==> src/rtl/decoder_rr_arbiter.sv <==
// Round-robin arbiter issuing a registered one-hot grant plus its binary index.
// Under contention a grant is released after MAX_HOLD cycles; a lone requester keeps its grant.
module decoder_rr_arbiter #(
    parameter int N_SEL    = 3,
    parameter int MAX_HOLD = 4
) (
    input  logic                    clk,
    input  logic                    rst,
    input  logic                    en,
    input  logic [(2**N_SEL)-1:0]   req,
    output logic [0:(2**N_SEL)-1]   gnt,
    output logic [N_SEL-1:0]        gnt_idx,
    output logic                    gnt_valid
);

    // state | meaning
    // IDLE  | no grant outstanding; arbitrate on the next edge
    // GRANT | gnt_idx owns the grant; hold_cnt counts its cycles
    localparam int R  = 2**N_SEL;
    localparam int HW = (MAX_HOLD > 2) ? $clog2(MAX_HOLD) : 1;
    localparam logic [HW-1:0] HOLD_LAST = HW'(MAX_HOLD - 1);

    typedef enum logic {IDLE, GRANT} state_t;

    state_t             state_q, state_d;
    logic [N_SEL-1:0]   ptr_q, ptr_d;
    logic [HW-1:0]      hold_cnt_q, hold_cnt_d;
    logic [0:R-1]       gnt_q, gnt_d;
    logic [N_SEL-1:0]   gnt_idx_q, gnt_idx_d;
    logic               gnt_valid_q, gnt_valid_d;

    logic [N_SEL-1:0]   sel;
    logic [N_SEL-1:0]   cand;
    logic               found;
    logic [R-1:0]       own_mask;
    logic               others_req;

    // Search starts at ptr and wraps naturally in N_SEL bits.
    always_comb begin
        sel   = ptr_q;
        cand  = '0;
        found = 1'b0;
        for (int i = 0; i < R; i++) begin
            cand = ptr_q + N_SEL'(i);
            if (!found && req[cand]) begin
                sel   = cand;
                found = 1'b1;
            end
        end
    end

    always_comb begin
        state_d     = state_q;
        ptr_d       = ptr_q;
        hold_cnt_d  = hold_cnt_q;
        gnt_d       = gnt_q;
        gnt_idx_d   = gnt_idx_q;
        gnt_valid_d = gnt_valid_q;

        own_mask             = '0;
        own_mask[gnt_idx_q]  = 1'b1;
        others_req           = |(req & ~own_mask);

        case (state_q)
            IDLE: begin
                if (en && (|req)) begin
                    state_d     = GRANT;
                    gnt_idx_d   = sel;
                    gnt_d       = '0;
                    gnt_d[sel]  = 1'b1;
                    gnt_valid_d = 1'b1;
                    ptr_d       = sel + N_SEL'(1);
                    hold_cnt_d  = '0;
                end else begin
                    gnt_d       = '0;
                    gnt_valid_d = 1'b0;
                end
            end
            GRANT: begin
                // Timeout only matters when someone else is waiting.
                if (!en || !req[gnt_idx_q] || ((hold_cnt_q == HOLD_LAST) && others_req)) begin
                    state_d     = IDLE;
                    gnt_d       = '0;
                    gnt_valid_d = 1'b0;
                end else if (hold_cnt_q != HOLD_LAST) begin
                    hold_cnt_d = hold_cnt_q + HW'(1);
                end
            end
            default: begin
                state_d     = IDLE;
                gnt_d       = '0;
                gnt_valid_d = 1'b0;
            end
        endcase
    end

    always_ff @(posedge clk or posedge rst) begin
        if (rst) begin
            state_q     <= IDLE;
            ptr_q       <= '0;
            hold_cnt_q  <= '0;
            gnt_q       <= '0;
            gnt_idx_q   <= '0;
            gnt_valid_q <= 1'b0;
        end else begin
            state_q     <= state_d;
            ptr_q       <= ptr_d;
            hold_cnt_q  <= hold_cnt_d;
            gnt_q       <= gnt_d;
            gnt_idx_q   <= gnt_idx_d;
            gnt_valid_q <= gnt_valid_d;
        end
    end

    assign gnt       = gnt_q;
    assign gnt_idx   = gnt_idx_q;
    assign gnt_valid = gnt_valid_q;

endmodule

==> config.mk <==
export PLATFORM = sky130hd
export DESIGN_NAME = decoder_rr_arbiter
export DESIGN_NICKNAME = d
export VERILOG_FILES = /design/src/rtl/decoder_rr_arbiter.sv
export SDC_FILE = /design/constraint.sdc
export NUM_CORES = 1
export LEC_CHECK = 0
export BUFFER_PORTS_ARGS = -buffer_cell sky130_fd_sc_hd__buf_2
export CORE_MARGIN = 2
export CORE_UTILIZATION = 40
export DETAILED_ROUTE_END_ITERATION = 16
export REMOVE_ABC_BUFFERS = 1
export SLEW_MARGIN = 20
export SYNTH_ARGS = -nofsm -noshare
export SYNTH_HDL_FRONTEND = slang
export SYNTH_SLANG_ARGS = --single-unit
==> constraint.sdc <==
create_clock -name clk -period 3.5 [get_ports clk]
set_input_delay 0.7 -clock clk [delete_from_list [all_inputs] [get_ports clk]]
set_output_delay 0.7 -clock clk [all_outputs]
set_load 0.01 [all_outputs]
# Yosys cells after proc, flatten, opt, wreduce, memory -nomap -nowiden
# Index checks and enable logic that the tools add are counted.
# classes
add_sub_neg,9
magnitude_cmp,12
n_eq_ne,6
n_mux,48
n_bitwise,4
n_reduce_logical,26
# op_table
cell,n
< comparator 3 x 4 -> 1 bit (second input constant),9
binary-select mux 1 bit (select 3 bit),9
two-way mux 1 bit,21
two-way mux 3 bit,7
two-way mux 8 bit,2
one-hot mux 8 bit (2 select lines),1
OR reduction 8 bit,2
adder 3 bit (second input constant),4
logical AND 1 bit,11
zero test 1 bit,9
AND 8 bit,1
inverter 8 bit,1
adder 3 x 1 -> 3 bit (second input constant),2
adder 3 x 2 -> 3 bit (second input constant),2
demux 1 bit (select 3 bit),2
two-way mux 2 bit,3
inequality test 2 bit (second input constant),3
greater-or-equal comparator 4 bit (second input constant),1
< comparator 4 x 1 -> 1 bit (second input constant),1
inequality test 2 x 1 -> 1 bit (second input constant),2
inverter 3 -> 4 bit,1
one-hot mux 1 bit (2 select lines),2
one-hot mux 2 bit (2 select lines),1
greater-or-equal comparator 3 x 1 -> 1 bit (second input constant),1
6 further kinds,7
# word_totals
reg_bits,18
inputBits,11
output_inout_bits,12
elab_cells,111

# Logic depth before layout (Yosys ltp)
# Gate-level depths: netlist of run 1.
# logic_depth
depth_word,31
mapped_depth,15
depth_no_buf,11

# Worst setup path before layout of run 1
# OpenSTA, ideal clock, no wires.
# synth_path
path_type,register to register
startpoint,register ptr_q[0]
endpoint,"register gnt_q, in the netlist gnt[5]"
setup_time_ns,0.122
t_arrival_ns,3.042
required_time_ns,3.378
slack_ns,0.337
path_stages_with_launch,16
n_path_buf,5
synth_period_minus_slack_ns,3.163
cell_sequence,dfrtp_1 > buf_6 > buf_4 > inv_1 > ha_1 > buf_6 > buf_6 > mux4_2 > mux2_2 > nand2_2 > o21ai_0 > a221oi_2 > o21a_1 > buf_6 > inv_2 > a32o_1
# synth_via
elab_chain_cells,31
elab_cells_between_ends,59
cone_classes,7 x add/sub; 2 x order compare; 34 x mux; 1 x bitwise; 15 x reduce/logical
# synth_rtl
item,line,text
"start, declared",26,"logic [N_SEL-1:0] ptr_q, ptr_d;"
"start signal, assigned",107,ptr_q <= ptr_d;
"parallel branches: the longest is 23 deep, another holds adder 3 x 1 -> 3 bit",n/a,
two-way mux 3 bit (*),45,if (!found && req[cand]) begin
inverter 3 -> 4 bit (not written as such) (*),70,gnt_d[sel] = 1'b1;
greater-or-equal comparator 4 bit (not written as such) or < comparator 4 x 1 -> 1 bit (tied branches),70,
logical AND 1 bit (not written as such),70,
two-way mux 1 bit (not written as such),70,
demux 1 bit (select 3 bit) (*),70,
two-way mux 8 bit (*),66,if (en && (|req)) begin
one-hot mux 8 bit (2 select lines) (*),64,case (state_q)
"end signal, assigned",109,gnt_q <= gnt_d;
"end, declared",28,"logic [0:R-1] gnt_q, gnt_d;"
# Every way passes the cells marked *. The select of a mux whose other input is x is not followed.
# A chain may end at the register's enable or synchronous reset.

# Final worst setup path of run 1
# layout_path
startpoint,register ptr_q[1]
endpoint,"register gnt_q, in the netlist gnt[5]"
# Same word-level chain as after synthesis.

==> metrics.yaml, run 1 <==
run_status:
  outcome: "finished, final reports clean"
yosys:
  async_flop_share: 1.00
  syn_avg_cell_area_um2: 9.25
  synth_top_cells_by_count: "27 x nand2_1, 18 x dfrtp_1, 15 x o21ai_0"
  synth_most_common_cell: "nand2_1"
  ys_seq_area_frac: 0.219
  yosysUniqueCellTypes: 66
  netlist_area_um2: 2050
  yosysWarningCount: 0
  synth-seq-cells: 18
  syn-instance-count: 222
  yosys.area.top_type: "dfrtp_1"
  ys.flop_type: "dfrtp_1"
  synth_top_area_frac: 0.219
  synth_area_leaders: "dfrtp_1 22%, mux4_2 9.9%, mux2i_1 5.9%"
  synth_edf_count: 0
floorplanning:
  die-area_um2: 5720
  rows: 26
  fp.dieH_um: 75.6
  coreArea_um2: 5040
  initial_core_util: 0.407
  pin_count: 23
  die_x_um: 75.6
critical_path:
  end_kind: "flip-flop"
  path_cells: "inv_1, ha_1, buf_4, mux4_2, mux2i_4, nand3_2, nor3_1, a22o_1, o21a_1, inv_2, a32o_1"
  cp_slowest_stage_delay_ps: 450
  path_class: "reg -> reg"
  crit_start: "ptr_q[1]"
  start_kind: "flip-flop"
  crit_required_ps: 3650
  worstPathArrival_ps: 3310
  cp_max_fo: 9
  cp_slowest_cell: "ha_1"
  r2r_start: "ptr_q[1]"
grt:
  grt_use_total: 0.186
  antenna_found_initial: 0
  grt_pass1_wl_um: 8160
  grt_start_max_net_pins: 21
  first_global_vias: 1669
  overflow: 0
clocking:
  holdBufCountCts: 0
  cts_root_buffer: "clkbuf_8"
  clkTransAtPathRegs_ps: 70
  cts_sinks: 18
  cts_setup_buffers: 0
  cts_max_path_buffers: 2
  clock_latency_ps: 260
  h-tree-depth: 1
  cts_buffers: 3
  cts_tree: "built"
  cts_resized: 0
timing:
  setup-violations-final: 0
  fmax_mhz: 317
  worst_slew_pin_slew_ps: 684
  slew_headroom: 0.543
  timing.final.ws_setup_ps: 342
  post-route-min-period_ps: 3160
  rsz0062_at_grt: "false"
  final.period_utilization: 0.902
  skew_ps: 2.08
  finalMaxSlewViolations: 0
  final_hold_viol_count: 0
cells_and_area:
  finalNetCount: 246
  diodes: 0
  fin_area_um2: 2210
  final_cells: 301
  fill_cells: 492
  layout-drive-gt1-share: 0.320
  final_core_utilization: 0.438
  area_growth_pct: 7.68
routing:
  vias: 1767
  antenna_left: 0
  wire_per_inst_um: 15.9
  drc: 0
  wl_um: 4790
  firstDrtPassIters: 4
  first_iter_violations: 77
  via_per_inst: 5.87
placement:
  io_buffers: 22
  post-place-ws_ps: 331
  place_area_um2: 2160
  dp_hpwl_um: 3500
  dp_cells: 297
  finalWeightedCongestion: 0.903
hold_path:
  min_from: "gnt_valid"
  min_path_type: "reg -> reg"
run:
  maxCapViolCount: 0
[worst paths after layout]
kind	slack (ps)	end	cells after the start
worst max register to register	340	gnt[5]	11
max in group asynchronous	2530	gnt[7]	2
worst min-delay path	480	gnt_valid	2
worst max-delay path	340	gnt[5]	11
min in group asynchronous	540	gnt[3]	2
worst min register to register	480	gnt_valid	2
[logic make-up (layout without fill, tap and decap cells)]
kind of cell             count (synthesis)  count (layout)  share of synthesized area
AND/OR/NAND/NOR                         76              76                      0.201
AO/OA/AOI/OAI                           60              60                      0.238
buffers and inverters                   32              41                     0.0847
multiplexers                            28              28                      0.214
flip-flops                              18              18                      0.219
XOR/XNOR                                 5               5                     0.0250
adder cells (fa/ha/maj)                  3               3                     0.0183
[through the flow]
stage          setup TNS, ps  hold slack, ps
3_5_place_dp               0             467
2_1_floorplan           -242             464
3_3_place_gp               0             463
4_1_cts                    0             486
5_1_grt                    0             510
6_report                   0             482
[layout by cell type (no fill, tap or decap), types with 2 or more instances in the layout]
cell,synthesis,routed
nor2b_1,2,2
a221oi_1,2,2
buf_4,1,6
a22o_1,4,4
a32o_1,4,4
nor3b_1,3,3
a21oi_1,6,6
dfrtp_1,18,18
a221oi_2,2,2
xnor2_1,3,3
mux2_2,4,4
nand3_1,7,7
inv_2,2,2
o21ai_1,3,3
o21ai_0,15,15
nand2b_1,4,4
o211ai_1,2,2
nand4_1,2,2
nor3_1,4,4
mux2i_4,2,2
ha_1,3,3
clkbuf_8,0,4
a31oi_1,2,2
nor2_2,3,3
buf_2,9,22
mux2i_1,12,12
nor2_1,4,4
mux4_2,9,9
nand2_1,27,27
nand3b_1,6,6
inv_1,7,7
nand2_2,3,3
or2_2,2,2
nor4_1,2,2
[sequential cells by signal, indices dropped and copies added, names as in the netlist]
signal and flops:
gnt 8, state_q 1, ptr_q 3, hold_cnt_q 2
gnt_idx 3, gnt_valid 1
[area by class of cell]
cell class                      instances  area (µm²)  share of cell area
Multi-Input combinational cell        172        1430               0.646
Sequential cell                        18         450               0.204
Timing Repair Buffer                   28         155              0.0702
Tap cell                               70        87.6              0.0396
Clock buffer                            4        55.1              0.0249
Inverter                                9        33.8              0.0153
[layer usage]
metal	global-route usage	share of wire	up-vias
met3	0.0304	0.047	11
met4	0.0370	0.017	0
met1	0.272	0.47	847
li1	-	-	846
met5	0	0	-
met2	0.293	0.47	63
[critical path, delay by kind of cell (launching register included)]
kind | cells | cell delay, ps
compound gates | 3 | 770
flops | 1 | 350
simple gates | 2 | 430
fa+ha+maj | 1 | 450
mux | 2 | 640
buf+inv | 3 | 400
Power of run 1 is not shown: default switching activity piles up to over one toggle a cycle in this logic, so the estimate is an artifact.
==> run 2: changes to the inputs <==
--- a/config.mk
+++ b/config.mk
@@ -7,8 +7,9 @@
 export LEC_CHECK = 0
 export BUFFER_PORTS_ARGS = -buffer_cell sky130_fd_sc_hd__buf_2
 export CORE_MARGIN = 2
-export CORE_UTILIZATION = 40
+export CORE_UTILIZATION = 55
 export DETAILED_ROUTE_END_ITERATION = 16
+export PLACE_DENSITY = 0.76
 export REMOVE_ABC_BUFFERS = 1
 export SLEW_MARGIN = 20
 export SYNTH_ARGS = -nofsm -noshare
==> metrics.yaml, run 2 (synthesis gave the netlist of run 1 again) <==
hold_path:
  worstHoldPathCells: 2
  min_from: "gnt_valid"
  whs_endpoint: "gnt_valid"
  min_path_type: "reg -> reg"
clocking:
  cts_root_buffer: "clkbuf_8"
  cts_buffers: 3
  cts_max_path_buffers: 2
  h-tree-depth: 1
  cts_tree: "built"
  holdBufCountCts: 0
  clkTransAtPathRegs_ps: 70
  cts_setup_buffers: 0
  cts_resized: 0
  cts_sinks: 18
  clock_latency_ps: 250
timing:
  fmax_mhz: 312
  slew_headroom: 0.531
  fin_hold_ws_ps: 483
  skew_ps: 4.70
  worst_slew_pin_slew_ps: 703
  rsz0062_at_grt: "false"
  final_hold_viol_count: 0
  post-route-min-period_ps: 3210
  setup_tns_ps: 0
  setup-violations-final: 0
  final.period_utilization: 0.916
  finalMaxSlewViolations: 0
critical_path:
  r2r_start: "ptr_q[1]"
  start_kind: "flip-flop"
  end_kind: "flip-flop"
  worstPathArrival_ps: 3340
  crit_required_ps: 3640
  cp_max_fo: 8
  rrSetupSlack_ps: 290
  path_class: "reg -> reg"
  r2r_cells: 11
  r2r_end: "gnt[4]"
cells_and_area:
  layout.cells.most_common: "nand2_1"
  final_cells: 277
  final_cell_mix: "27 x nand2_1, 22 x buf_2, 18 x dfrtp_1, 15 x o21ai_0, 12 x mux2i_1"
  area_growth_pct: 5.61
  diodes: 0
  layout-drive-gt1-share: 0.314
  largest_register_ffs: 8
  finalNetCount: 244
grt:
  antenna_found_initial: 0
  grt_pass1_wl_um: 7650
  first_global_vias: 1635
  grt_start_max_net_pins: 21
  overflow: 0
  grt_use_total: 0.228
routing:
  drc: 0
  antenna_left: 0
  wire_per_inst_um: 16.3
  firstDrtPassIters: 4
  first_iter_violations: 104
  vias: 1734
  via_per_inst: 6.26
  wl_um: 4510
floorplanning:
  coreArea_um2: 3630
  initial_core_util: 0.565
  die-area_um2: 4240
  die_x_um: 65.1
  fp.dieH_um: 65.1
  rows: 22
  pin_count: 23
placement:
  dp_cells: 273
  finalWeightedCongestion: 0.894
  dp_hpwl_um: 3190
  io_buffers: 22
run:
  maxCapViolCount: 0
run_status:
  outcome: "finished, final reports clean"
run 2: routing by layer:
layer,global-route usage,vias up,wire length (µm)
met4,0.0417,0,63
met3,0.0325,8,159
met2,0.374,42,2170
met1,0.328,842,2120
li1,-,842,-
met5,0,-,0
run 2: cell type report:
type | instances | area [µm²]
Clock buffer | 4 | 55.1
Fill cell | 323 | 1470
Inverter | 9 | 33.8
Tap cell | 48 | 60.1
Timing Repair Buffer | 26 | 140
Multi-Input combinational cell | 172 | 1430
Sequential cell | 18 | 450
run 2: worst max-delay path by stage:
stage | slack, ps | endpoint | startpoint
floorplan | -90 | gnt[5] | ptr_q[0]
global placement | 340 | ptr_q[2] | req[3]
detailed placement | 320 | ptr_q[2] | req[3]
CTS | 320 | gnt[4] | ptr_q[1]
global route | 100 | gnt[4] | ptr_q[1]
finish | 290 | gnt[4] | ptr_q[1]
run 2: critical path, stage by stage (launching register included):
cell and delay (ps):
dfrtp_1 340, inv_1 80, ha_1 490, mux2i_1 170
mux4_2 500, and2b_4 200, nor2_2 200, nor3_1 90
a221oi_1 280, o21a_1 380, inv_2 90, a32o_1 270
run 2: stage by stage:
stage          utilization  instance area [µm²]  setup WS, ps
2_1_floorplan            -                 1910         -94.5
3_3_place_gp         0.582                 2110           342
5_1_grt              0.597                 2170          95.7
6_report             0.597                 2170           294
3_5_place_dp         0.582                 2110           320
4_1_cts              0.597                 2170           317
Power of run 2 is left out for the same reason.
